### src/rtl/timer_pkg.sv
// Shared definitions for the memory-mapped timer/counter: register offsets,
// CTRL bit positions, mode encodings and FSM states (also used by the bridge decode).
package timer_pkg;

  localparam logic [1:0] OFF_CTRL   = 2'd0;
  localparam logic [1:0] OFF_PRESET = 2'd1;
  localparam logic [1:0] OFF_COUNT  = 2'd2;

  localparam int CTRL_EN_BIT   = 0;
  localparam int CTRL_MODE_LSB = 1;
  localparam int CTRL_MODE_MSB = 2;
  localparam int CTRL_IM_BIT   = 3;

  typedef enum logic [1:0] {
    MODE_ONESHOT = 2'd0,
    MODE_RELOAD  = 2'd1
  } modeT;

  typedef enum logic [1:0] {
    IDLE = 2'd0,
    LOAD = 2'd1,
    CNT  = 2'd2,
    INT  = 2'd3
  } stateT;

  // Encodings 2 and 3 behave as one-shot.
  function automatic logic isReload(input logic [1:0] mode);
    return mode == MODE_RELOAD;
  endfunction

endpackage

### src/rtl/timer_counter.sv
// 32-bit down-counting timer with one-shot / auto-reload modes and a masked irq.
// Define TC_COUNT_WRITE_EN to make COUNT (offset 2) software-writable.
module timer_counter
  import timer_pkg::*;
(
  input  logic        clk,
  input  logic        reset,
  input  logic        sel,
  input  logic [1:0]  addr,
  input  logic        we,
  input  logic [31:0] wdata,
  output logic [31:0] rdata,
  output logic        irq
);

  logic        ctrlEn;
  logic [1:0]  ctrlMode;
  logic        ctrlIm;
  logic [31:0] presetReg;
  logic [31:0] countReg;
  logic [31:0] countNext;
  logic        irqFlag;
  stateT       state;
  stateT       stateNext;

  logic wrEn;
  logic ctrlWrite;
  logic presetWrite;
  logic countWrite;
  logic swForce;
  logic enClear;
  logic flagSet;
  logic flagClear;

  assign wrEn        = sel & we;
  assign ctrlWrite   = wrEn && (addr == OFF_CTRL);
  assign presetWrite = wrEn && (addr == OFF_PRESET);
`ifdef TC_COUNT_WRITE_EN
  assign countWrite  = wrEn && (addr == OFF_COUNT);
`else
  assign countWrite  = 1'b0;
`endif
  assign swForce     = ctrlWrite | presetWrite;

  always_ff @(posedge clk or negedge reset) begin
    if (!reset) state <= IDLE;
    else        state <= stateNext;
  end

  // NOTE: every output of this block is given a default first, so no path infers a latch.
  always_comb begin
    stateNext = state;
    countNext = countReg;
    enClear   = 1'b0;
    flagSet   = 1'b0;
    flagClear = 1'b0;
    unique case (state)
      IDLE: if (ctrlEn) stateNext = LOAD;
      LOAD: begin
        countNext = presetReg;
        stateNext = CNT;
      end
      CNT: begin
        if (!ctrlEn) begin
          stateNext = IDLE;
        end else if (countReg == 32'd0) begin
          stateNext = INT;
          flagSet   = 1'b1;
        end else begin
          countNext = countReg - 32'd1;
        end
      end
      INT: begin
        if (isReload(ctrlMode)) begin
          flagClear = 1'b1;
          stateNext = LOAD;
        end else begin
          enClear   = 1'b1;
          stateNext = IDLE;
        end
      end
      default: stateNext = IDLE;
    endcase
    // A CTRL/PRESET write overrides whatever the FSM wanted this edge and acts as the ack.
    if (swForce) begin
      stateNext = IDLE;
      countNext = countReg;
      enClear   = 1'b0;
      flagSet   = 1'b0;
      flagClear = 1'b1;
    end
    if (countWrite) countNext = wdata;
  end

  // NOTE: non-blocking assignments so every register samples the pre-edge values.
  always_ff @(posedge clk or negedge reset) begin
    if (!reset) begin
      ctrlEn    <= 1'b0;
      ctrlMode  <= 2'd0;
      ctrlIm    <= 1'b0;
      presetReg <= '0;
      countReg  <= '0;
      irqFlag   <= 1'b0;
    end else begin
      countReg <= countNext;
      if (ctrlWrite) begin
        ctrlEn   <= wdata[CTRL_EN_BIT];
        ctrlMode <= wdata[CTRL_MODE_MSB:CTRL_MODE_LSB];
        ctrlIm   <= wdata[CTRL_IM_BIT];
      end else if (enClear) begin
        ctrlEn <= 1'b0;
      end
      if (presetWrite) presetReg <= wdata;
      if (flagClear)    irqFlag <= 1'b0;
      else if (flagSet) irqFlag <= 1'b1;
    end
  end

  always_comb begin
    rdata = '0;
    if (sel) begin
      case (addr)
        OFF_CTRL:   rdata = {28'd0, ctrlIm, ctrlMode, ctrlEn};
        OFF_PRESET: rdata = presetReg;
        OFF_COUNT:  rdata = countReg;
        default:    rdata = '0;
      endcase
    end
  end

  assign irq = ctrlIm & irqFlag;

endmodule

### config.mk
export PLATFORM = sky130hd
export DESIGN_NAME = timer_counter
export DESIGN_NICKNAME = d
export VERILOG_FILES = /design/src/rtl/timer_pkg.sv /design/src/rtl/timer_counter.sv
export SDC_FILE = /design/constraint.sdc
export NUM_CORES = 1
export LEC_CHECK = 0
export ABC_AREA = 1
export ABC_CLOCK_PERIOD_IN_PS = 1700
export BUFFER_PORTS_ARGS = -buffer_cell sky130_fd_sc_hd__buf_2
export CAP_MARGIN = 20
export CORE_AREA = 2 2 111 194
export DETAILED_ROUTE_END_ITERATION = 8
export DIE_AREA = 0 0 113 196
export SYNTH_ARGS = -nofsm -noshare
export SYNTH_HDL_FRONTEND = slang
export SYNTH_SLANG_ARGS = --single-unit
### constraint.sdc
create_clock -name clk -period 1.7 [get_ports clk]
set_input_delay 0.17 -clock clk [delete_from_list [all_inputs] [get_ports clk]]
set_output_delay 0.17 -clock clk [all_outputs]
set_load 0.1 [all_outputs]
### Yosys cells after proc, flatten, opt, wreduce, memory -nomap -nowiden

Cells that the tools add are included.

* input port bits: 38
* flip-flop bits (word level): 71
* word-level logic and storage cells: 57

* multiplexer cells: 25
* equality and inequality tests: 10
* add/subtract/negate cells: 1
* bitwise operators: 4
* reduce and logical (&&, ||, !) cells: 10

Operator list (number)
* 32-bit 2-to-1 mux: 3
* 32-bit case mux with 3 select lines: 1
* 32-bit case mux with 2 select lines: 1
* 32-bit zero test: 1
* 32-bit by 1-bit subtractor with 32-bit output, second input constant: 1
* 1-bit 2-to-1 mux: 15
* 2-bit 2-to-1 mux: 4
* 2-bit case mux with 4 select lines: 1
* 2-bit by 1-bit == test with 1-bit output, second input constant: 3
* 2-bit == test, second input constant: 3
* 2-bit nonzero test: 3
* 2-bit zero test: 2
* 2-bit inequality test, second input constant: 2
* 4-bit inequality test, second input constant: 1
* 4-bit AND reduction: 1
* 3-bit inequality test, second input constant: 1
* 1-bit AND: 2
* 1-bit logical AND: 2
* 2-bit AND reduction: 1
* 1-bit NOT: 1
* 1-bit OR: 1

### Depth between registers and ports, before layout

Gate-level depths: netlist (run 1).

* depth in word-level cells: 7
* depth in mapped cells: 12
* mapped depth without buffers: 12

### Worst setup path after synthesis (run 1)

Ideal clock, no wire load.

* kind: input to output
* start point: input addr[1]
* end point: output rdata[11]
* stages on the path: 6
* required time: 1.530 ns
* data arrival time: 2.339 ns
* path buffers: 2
* path slack: -0.809 ns
* cell sequence: inv_1 -> nor2_1 -> clkbuf_1 -> buf_2 -> nand2_1 -> a21oi_1

* longest elaborated chain between the ends: 3
* elaborated cells between the ends (all ways): 5
* those cells by class: eq/ne: 2; mux: 2; reduce/logical: 1

RTL lines
* start: declaration: RTL line timer_counter.sv:9 `input logic [1:0] addr,`
* 2-bit == test, or another cell as far along: RTL line timer_counter.sv:122 `case (addr)`
* 32-bit case mux with 3 select lines (*): RTL line timer_counter.sv:122
* 32-bit 2-to-1 mux (*): RTL line timer_counter.sv:121 `if (sel) begin`
* end: declaration: RTL line timer_counter.sv:12 `output logic [31:0] rdata,`

Every way passes the cells marked *; elsewhere a longest branch is shown, timed or not.

### Worst setup path after layout (run 1)

* start point: register countReg[22]
* end point: register countReg[12]

* longest elaborated chain between the ends: 3

RTL lines
* start: declaration: RTL line timer_counter.sv:20 `logic [31:0] countReg;`
* start signal: assignment: RTL line timer_counter.sv:105 `countReg <= countNext;`
* 32-bit zero test: RTL line timer_counter.sv:66 `end else if (countReg == 32'd0) begin`
* 2-bit inequality test (no source line)
* 4-bit AND reduction (no source line)

Every way passes these cells.
A chain may end at the register's enable or synchronous reset.

==> results by group, run 1 <==
Place
  – Detailed placer's ending HPWL: 12000 um
  – Pre-CTS WS: -0.0817 ns
  – Port Buffers: 70
  – Area after DPL: 0.00667 mm2
  – DP Cell Count: 1090
  – Placer Congestion: 0.880

STA
  – Hold_ws: 0.0489 ns
  – Final hold viol count: 0
  – Relative slew slack: 0.679
  – Least-Margin Pin Slew: 0.485 ns
  – Layout Skew: 0.00977 ns
  – Setup Viol. Count Final: 27
  – Tmin final: 1.79 ns
  – Final Cycle Share: 1.05
  – Fmax: 559 MHz
  – RSZ-0062 raised after global routing: true
  – Post-layout worst setup margin: -0.0879 ns
  – Max Slew Vio Count: 0

Detailed routing
  – Wire length per cell: 15.2 um
  – Drt drc: 5
  – DR iter-0 viols: 269
  – Avg Vias per Cell: 4.57
  – Final WL: 17100 um
  – DR pass1 iterations: 7
  – Post-route ant nets: 0
  – Routed via count: 5124

Clock network
  – Root buffer cell: clkbuf_16
  – Clock latency on the worst-skew pair: 0.35 ns
  – Clock slew at reported path FFs: 0.06 ns
  – TritonCTS Buffers: 9
  – Max clock buf depth: 2
  – Sink Count: 71
  – Max H-tree Level: 3
  – CTS tree: done

Layout
  – Multi-input gate area: 0.00302 mm2
  – Fillers: 2152
  – ANT cells: 0
  – Layout cells sized above 1: 0.354
  – Area Overhead vs Synth: 59.4%
  – Finished Layout Cells: 1122
  – NumNets Final: 909
  – Post-route cell area: 0.00744 mm2
  – Layout Utilization: 0.360
  – Register area: 0.00178 mm2

Worst setup path
  – Crit-path max FO: 5
  – Crit path required time: 1.98 ns
  – Critical path class: reg2reg
  – Critical Path Sink Type: flop
  – Critical path arrival: 2.07 ns
  – Startpoint Class: flop

Logic synthesis
  – Synth area leaders: dfrtp_1 (38%), nand2_1 (25%), nor2_1 (6.1%)
  – Area of the mapped netlist: 0.00467 mm2
  – Synthesized Nets: 757
  – Mapped Cells: 714
  – Unique masters post-synth: 27
  – Yosys top cell by area: dfrtp_1
  – YS warnings: 0
  – Mean Syn Cell Area: 6.54 um2
  – Register area share after synthesis: 0.380
  – Area fraction of the dominant cell type after synthesis: 0.380
  – Seq cells post-synth: 71

Die
  – Core area: 0.0207 mm2
  – Die H: 196 um
  – Rows: 70
  – Die Area: 0.0221 mm2
  – Initial Util: 0.226
  – Die Wd: 113 um
  – Top Ports: 71

Global routing
  – Initial antenna violation count: 0
  – Tot GR Track Use: 0.148
  – Largest net degree at the start of global routing: 35
  – Vias in the first global route: 5104
  – Total gr overflow: 0
  – First-pass GRT wire length: 25500 um

Flow run
  – Max-cap viol count: 0

Run status
  – Status: finished, violations left
  – Failing checks: DRC, setup timing

Pwr
  – Power density over the cells: 1710 mW/mm2
  – Maximum vdd drop: 0.000867 V
  – P_leak: 3.56 nW

Min path
  – Hold Path Class: in2reg
logic make-up (layout without fill, tap and decap cells):
family	count (synthesis)	after routing	share of synthesized area
xor+xnor	2	2	0.00375
flops	71	71	0.380
compound gates	79	79	0.0868
mux	26	26	0.0624
buf+inv	96	251	0.0855
simple gates	435	436	0.368
fa+ha+maj	5	5	0.0134
per-stage QoR:
stage	power, mW	setup TNS [ns]
3_5_place_dp	8.89	-1.80
5_1_grt	13.5	-3.22
3_3_place_gp	8.81	-0.568
2_1_floorplan	6.47	-0.761
6_report	12.7	-1.19
4_1_cts	11.2	0
layer usage:
metal | global-route usage | wire length (um)
met3 | 0.0210 | 645
met5 | 0 | 0
met2 | 0.285 | 9330
met4 | 0.0781 | 908
met1 | 0.149 | 6200
cell usage in the layout (no fill, tap or decap), types with 12 or more instances in the layout:
master,count
a21oi_4,28
buf_12,39
buf_2,37
buf_4,77
clkbuf_16,12
dfrtp_1,69
inv_1,59
mux2_2,25
nand2_1,275
nand2_2,29
nand3_1,43
nor2_1,56
nor2_2,21
o21ai_0,33
layout make-up:
class / count / area share
well taps: 252 / 0.0424
clock buffers: 11 / 0.0326
repair buffers: 162 / 0.229
clock inverters: 4 / 0.00941
multi-input cells: 548 / 0.406
inverters: 72 / 0.0383
repair inverters: 2 / 0.00336
flip-flops and latches: 71 / 0.239
registers in the layout, indices dropped and copies added (netlist names):
signal	flops
state	2
irqFlag	1
ctrlMode	2
ctrlIm	1
ctrlEn	1
presetReg	32
countReg	32
power breakdown:
group	switching [mW]	leakage [nW]	internal (mW)	total [mW]
combinational	4.60	2.54	3.29	7.89
sequential	0.468	0.873	2.27	2.74
clock	0.755	0.155	1.31	2.07
worst max-delay path, cell delays in order (launching register included):
cell,delay [ns]
dfrtp_1,0.39
nor2_2,0.19
nand2_1,0.11
nor2_1,0.12
nand2_1,0.08
nor2_1,0.13
nand2_2,0.11
nand3b_4,0.20
buf_12,0.15
buf_16,0.14
nand2_2,0.05
nand2_1,0.05
path summary, 6_finish.rpt:
path	start	end	slack [ns]	cells past startpoint
worst max-delay path	countReg[22]$_DFFE_PN0P_	countReg[12]$_DFFE_PN0P_	-0.09	11
worst min-delay path	wdata[17]	presetReg[17]$_DFFE_PN0P_	0.05	2
worst max register to register	countReg[22]$_DFFE_PN0P_	countReg[12]$_DFFE_PN0P_	-0.09	11
worst min register to register	presetReg[2]$_DFFE_PN0P_	presetReg[2]$_DFFE_PN0P_	0.48	2
max in group asynchronous	reset	presetReg[11]$_DFFE_PN0P_	0.82	3
min in group asynchronous	reset	presetReg[4]$_DFFE_PN0P_	0.31	2
timing repair:
action                                 CTS  global route
hold buffers                             1             0
setup endpoints to repair               32            37
cloned                                   1             8
endpoints found under the hold margin   29             0
gates resized for setup                 11            77
pin swaps                                1            25
buffers inserted                         0             7
cells in the mapped netlist, drive strengths merged:
master  count
nand2     308
nor2       79
nor3        2
a21oi      34
dfrtp      71
mux2       25
o21ai      41
nand4       2
mux2i       1
o21bai      1
o211ai      1
xor2        2
o22ai       1
nand3b      1
ha          5
buf        13
nand3      43
o221ai      1
inv        72
clkbuf     11
(Power assumes the default switching activity.)
==> run 2, diff against run 1 <==
--- a/config.mk
+++ b/config.mk
@@ -12,6 +12,8 @@
 export CORE_AREA = 2 2 111 194
 export DETAILED_ROUTE_END_ITERATION = 8
 export DIE_AREA = 0 0 113 196
+export HOLD_SLACK_MARGIN = 0.03
+export SKIP_CTS_REPAIR_TIMING = 1
 export SYNTH_ARGS = -nofsm -noshare
 export SYNTH_HDL_FRONTEND = slang
 export SYNTH_SLANG_ARGS = --single-unit
==> results by group, run 2 (synthesis gave the netlist of run 1 again) <==
Detailed routing
  – Final WL: 16700 um
  – Drt drc: 5
  – Wire length per cell: 14.9 um
  – DR iter-0 viols: 205
  – Avg Vias per Cell: 4.52
  – DR pass1 iterations: 6
  – Post-route ant nets: 0
  – Routed via count: 5072

Clock network
  – TritonCTS Buffers: 9
  – CTS tree: done
  – Max clock buf depth: 2
  – Root buffer cell: clkbuf_16
  – Sink Count: 71
  – Clock latency on the worst-skew pair: 0.35 ns
  – Clock slew at reported path FFs: 0.06 ns
  – Max H-tree Level: 3

Pwr
  – Design Power: 12.3 mW
  – P_leak: 3.53 nW
  – Maximum vdd drop: 0.000739 V
  – Power density over the cells: 1670 mW/mm2

Die
  – Die Area: 0.0221 mm2
  – Initial Util: 0.226
  – Rows: 70
  – Die Wd: 113 um
  – Top Ports: 71
  – Core area: 0.0207 mm2
  – Die H: 196 um

Global routing
  – First-pass GRT wire length: 25200 um
  – Vias in the first global route: 5074
  – Total gr overflow: 0
  – Largest net degree at the start of global routing: 38
  – Tot GR Track Use: 0.145
  – Initial antenna violation count: 0

Place
  – Detailed placer's ending HPWL: 12000 um
  – Port Buffers: 70
  – DP Cell Count: 1090
  – Placer Congestion: 0.880

Worst setup path
  – Crit path max-delay family: simple AND/OR/NAND/NOR gates
  – Critical Path Sink Type: flop
  – Reg-to-reg setup timing slack: -0.06 ns
  – Critical path's slowest cell: dfrtp_1
  – R2R depth: 11
  – R2r endpoint: countReg[6]$_DFFE_PN0P_
  – FF-to-FF Start: countReg[16]$_DFFE_PN0P_
  – Startpoint Class: flop
  – Crit path largest cell delay: 0.39 ns
  – CP Cell Sequence: nor2_2, nand2_1, nor2_1, nand2_1, nor2_1, nand2_1, nand3b_4, buf_8, clkbuf_16, nand2_2, o21ai_1
  – CP dominant cell by count: nand2_1
  – Critical path arrival: 2.03 ns
  – Crit-path max FO: 6
  – Crit path required time: 1.97 ns
  – Buf/Inv on CP: 2
  – Critical path class: reg2reg

STA
  – Relative slew slack: 0.679
  – Post-layout worst setup margin: -0.0590 ns
  – Setup Viol. Count Final: 28
  – Max Slew Vio Count: 0
  – Fmax: 568 MHz
  – Layout Skew: 0.00851 ns
  – Least-Margin Pin Slew: 0.485 ns
  – Final hold viol count: 0
  – Final Cycle Share: 1.03
  – Tmin final: 1.76 ns
  – RSZ-0062 raised after global routing: true

Layout
  – ANT cells: 0
  – Area Overhead vs Synth: 57.7%
  – Largest regs: countReg: 32 flops, presetReg: 32 flops
  – Finished Layout Cells: 1122
  – Commonest non-fill, non-tap cell in the layout: nand2_1
  – NumNets Final: 909
  – Layout cells sized above 1: 0.340
  – Most frequent cells in the layout: nand2_1 (288), buf_4 (79), dfrtp_1 (69)
  – Fillers: 2155

Run status
  – Failing checks: DRC, setup timing
  – Status: finished, violations left

Min path
  – Hold Path Class: in2reg
  – Hold path startpoint: wdata[17]
  – WHS Path Cells: 2
  – Min-Delay Endpoint: presetReg[17]$_DFFE_PN0P_

Flow run
  – Max-cap viol count: 0
run 2: changes by cell type in the layout (fill, tap and decap cells not counted), moves of 2 or more:
| cell | delta |
|---|---|
| nand2_1 | +13 |
| buf_6 | +2 |
| buf_4 | +2 |
| nand2_4 | -3 |
| nand2_2 | -10 |
run 2: worst max-delay path by stage:
stage | from | to | slack (ns) | depth (start not counted)
finish | countReg[16]$_DFFE_PN0P_ | countReg[6]$_DFFE_PN0P_ | -0.06 | 11
global route | countReg[1]$_DFFE_PN0P_ | countReg[6]$_DFFE_PN0P_ | -0.13 | 12
CTS | countReg[1]$_DFFE_PN0P_ | countReg[23]$_DFFE_PN0P_ | -0.10 | 11
detailed placement | countReg[1]$_DFFE_PN0P_ | countReg[23]$_DFFE_PN0P_ | -0.08 | 11
global placement | countReg[1]$_DFFE_PN0P_ | countReg[22]$_DFFE_PN0P_ | -0.04 | 11
floorplan | sel | rdata[11] | -0.04 | 3
run 2: routing by layer:
layer / share of wire / global-route usage / vias to the layer above
li1: - / - / 2538
met5: 0 / 0 / -
met3: 0.035 / 0.0216 / 54
met4: 0.058 / 0.0772 / 0
met2: 0.55 / 0.279 / 126
met1: 0.36 / 0.148 / 2354
run 2: cell type report:
type                    count  area (um2)  area share
repair buffers            164        1700       0.230
inverters                  72         285      0.0387
clock buffers              11         243      0.0330
multi-input cells         547        2970       0.403
flip-flops and latches     71        1780       0.242
well taps                 252         315      0.0428
repair inverters            1        8.76     0.00119
clock inverters             4        70.1     0.00951
run 2: where the power goes:
| group | switching [mW] | internal (mW) |
|---|---|---|
| clock | 0.749 | 1.31 |
| combinational | 4.38 | 3.13 |
| sequential | 0.459 | 2.27 |
run 2: metrics by stage:
stage / utilization / cell area (um2) / TNS (ns) / hold slack, ns / setup slack (ns)
6_report: 0.356 / 7370 / -0.638 / 0.0539 / -0.0590
3_5_place_dp: 0.323 / 6670 / -1.80 / 0.146 / -0.0817
5_1_grt: 0.356 / 7370 / -2.94 / 0.0526 / -0.131
4_1_cts: 0.338 / 6980 / -2.38 / -0.219 / -0.100
2_1_floorplan: - / 4980 / -0.761 / -0.126 / -0.0380
3_3_place_gp: 0.323 / 6670 / -0.568 / 0.143 / -0.0403
==> run 3, diff against run 2 <==
--- a/config.mk
+++ b/config.mk
@@ -10,9 +10,11 @@
 export BUFFER_PORTS_ARGS = -buffer_cell sky130_fd_sc_hd__buf_2
 export CAP_MARGIN = 20
 export CORE_AREA = 2 2 111 194
+export CTS_BUF_LIST = sky130_fd_sc_hd__clkbuf_8
 export DETAILED_ROUTE_END_ITERATION = 8
 export DIE_AREA = 0 0 113 196
 export HOLD_SLACK_MARGIN = 0.03
+export RECOVER_POWER = 25
 export SKIP_CTS_REPAIR_TIMING = 1
 export SYNTH_ARGS = -nofsm -noshare
 export SYNTH_HDL_FRONTEND = slang
==> results by group, run 3 (synthesis gave the netlist of run 1 again) <==
Run status
  – Status: finished, violations left
  – Failing checks: DRC, setup timing

Clock network
  – TritonCTS Buffers: 9
  – CTS tree: done
  – Root buffer cell: clkbuf_8
  – Clock latency on the worst-skew pair: 0.37 ns
  – Clock slew at reported path FFs: 0.08 ns
  – Max clock buf depth: 2
  – Max H-tree Level: 3
  – Sink Count: 71

Worst setup path
  – CP dominant cell by count: nand2_1
  – Startpoint Class: flop
  – Crit path required time: 1.99 ns
  – Reg-to-reg setup timing slack: -0.06 ns
  – Critical Path Sink Type: flop
  – Critical path class: reg2reg
  – Critical path's slowest cell: dfrtp_1
  – FF-to-FF Start: countReg[1]$_DFFE_PN0P_
  – Crit path max-delay family: simple AND/OR/NAND/NOR gates
  – R2r endpoint: countReg[6]$_DFFE_PN0P_
  – Crit-path max FO: 5
  – Buf/Inv on CP: 3
  – CP Cell Sequence: inv_2, ha_4, nand2_4, nor2_4, nand2_1, nor2_1, nand2_1, nand3b_4, buf_8, clkbuf_16, nand2_2, o21ai_1
  – Crit path largest cell delay: 0.42 ns
  – Critical path arrival: 2.06 ns
  – Crit. path cell count: 12
  – R2R depth: 12

STA
  – Final Cycle Share: 1.04
  – Post-layout worst setup margin: -0.0618 ns
  – Least-Margin Pin Slew: 0.854 ns
  – TNS Setup: -0.943 ns
  – Final hold viol count: 0
  – Max Slew Vio Count: 0
  – Fmax: 568 MHz
  – Layout Skew: 0.0107 ns
  – Tmin final: 1.76 ns
  – Hold_ws: 0.0258 ns
  – RSZ-0062 raised after global routing: true
  – Setup Viol. Count Final: 30
  – Relative slew slack: 0.431

Min path
  – Hold path startpoint: wdata[11]
  – Hold Path Class: in2reg
  – WHS Path Cells: 2
  – Min-Delay Endpoint: presetReg[11]$_DFFE_PN0P_

Layout
  – NumNets Final: 915
  – Most frequent cells in the layout: nand2_1 (274), buf_4 (73), dfrtp_1 (69)
  – Post-route cell area: 0.00742 mm2
  – ANT cells: 0
  – Commonest non-fill, non-tap cell in the layout: nand2_1
  – Finished Layout Cells: 1128
  – Layout Utilization: 0.359
  – Area Overhead vs Synth: 58.9%
  – Layout cells sized above 1: 0.350
  – Largest regs: countReg: 32 flops, presetReg: 32 flops

Place
  – DP Cell Count: 1090
  – Placer Congestion: 0.880
  – Area after DPL: 0.00667 mm2
  – Detailed placer's ending HPWL: 12000 um
  – Port Buffers: 70

Global routing
  – Vias in the first global route: 5071
  – First-pass GRT wire length: 25200 um
  – Tot GR Track Use: 0.145
  – Total gr overflow: 0
  – Initial antenna violation count: 0
  – Largest net degree at the start of global routing: 38

Pwr
  – Power density over the cells: 1640 mW/mm2
  – Sw Ratio: 0.473
  – P_leak: 3.56 nW
  – Sw power: 5.76 mW
  – Logic pwr share: 0.650
  – Clock share of power: 0.126
  – Pint: 6.42 mW
  – Sequential Power Share: 0.224
  – Maximum vdd drop: 0.000629 V

Detailed routing
  – Routed via count: 5064
  – WL met1: 6230 um
  – Top layer reached by signal wires: met4
  – Wire length per cell: 15.0 um
  – Avg Vias per Cell: 4.49
  – Post-route ant nets: 0
  – DR iter-0 viols: 239
  – Drt drc: 5
  – Final WL: 16900 um
  – DR pass1 iterations: 6
  – Met3 wire len: 528 um
  – Met2 routed WL: 9290 um

Die
  – Die H: 196 um
  – Core area: 0.0207 mm2
  – Die Area: 0.0221 mm2
  – Initial Util: 0.226
  – Die Wd: 113 um
  – Rows: 70
  – Top Ports: 71

Flow run
  – Max-cap viol count: 0
run 3: power by group through the flow:
stage | registers (mW) | logic, mW | clock network (mW)
4_1_cts | 2.67 | 6.22 | 1.57
6_report | 2.73 | 7.92 | 1.54
2_1_floorplan | 2.76 | 3.70 | 0
5_1_grt | 2.80 | 8.56 | 1.63
3_5_place_dp | 2.69 | 6.20 | 0
3_3_place_gp | 2.68 | 6.13 | 0
run 3: worst max-delay path by stage:
| stage | startpoint | endpoint | slack (ns) |
|---|---|---|---|
| floorplan | sel | rdata[11] | -0.04 |
| global placement | countReg[1]$_DFFE_PN0P_ | countReg[22]$_DFFE_PN0P_ | -0.04 |
| detailed placement | countReg[1]$_DFFE_PN0P_ | countReg[23]$_DFFE_PN0P_ | -0.08 |
| CTS | countReg[1]$_DFFE_PN0P_ | countReg[23]$_DFFE_PN0P_ | -0.11 |
| global route | countReg[1]$_DFFE_PN0P_ | countReg[18]$_DFFE_PN0P_ | -0.18 |
| finish | countReg[1]$_DFFE_PN0P_ | countReg[6]$_DFFE_PN0P_ | -0.06 |
run 3: layout make-up:
cell class,instances,area [um2]
timing repair inverter,1,8.76
tap,252,315
inverter,72,283
clock buffer,10,138
sequential,71,1780
timing repair buffer,170,1770
clock inverter,5,73.8
fill,2145,13200
multi-input combinational,547,3060
run 3: routing by layer:
| metal | GRT usage | vias up |
|---|---|---|
| li1 | - | 2547 |
| met1 | 0.147 | 2340 |
| met2 | 0.280 | 125 |
| met3 | 0.0207 | 52 |
| met4 | 0.0741 | 0 |
| met5 | 0 | - |
run 3: stage by stage:
| step | worst slack (ns) | power, mW |
|---|---|---|
| floorplan | -0.0380 | 6.47 |
| global placement | -0.0403 | 8.81 |
| detailed placement | -0.0817 | 8.89 |
| CTS | -0.107 | 10.5 |
| global route | -0.180 | 13.0 |
| finish | -0.0618 | 12.2 |
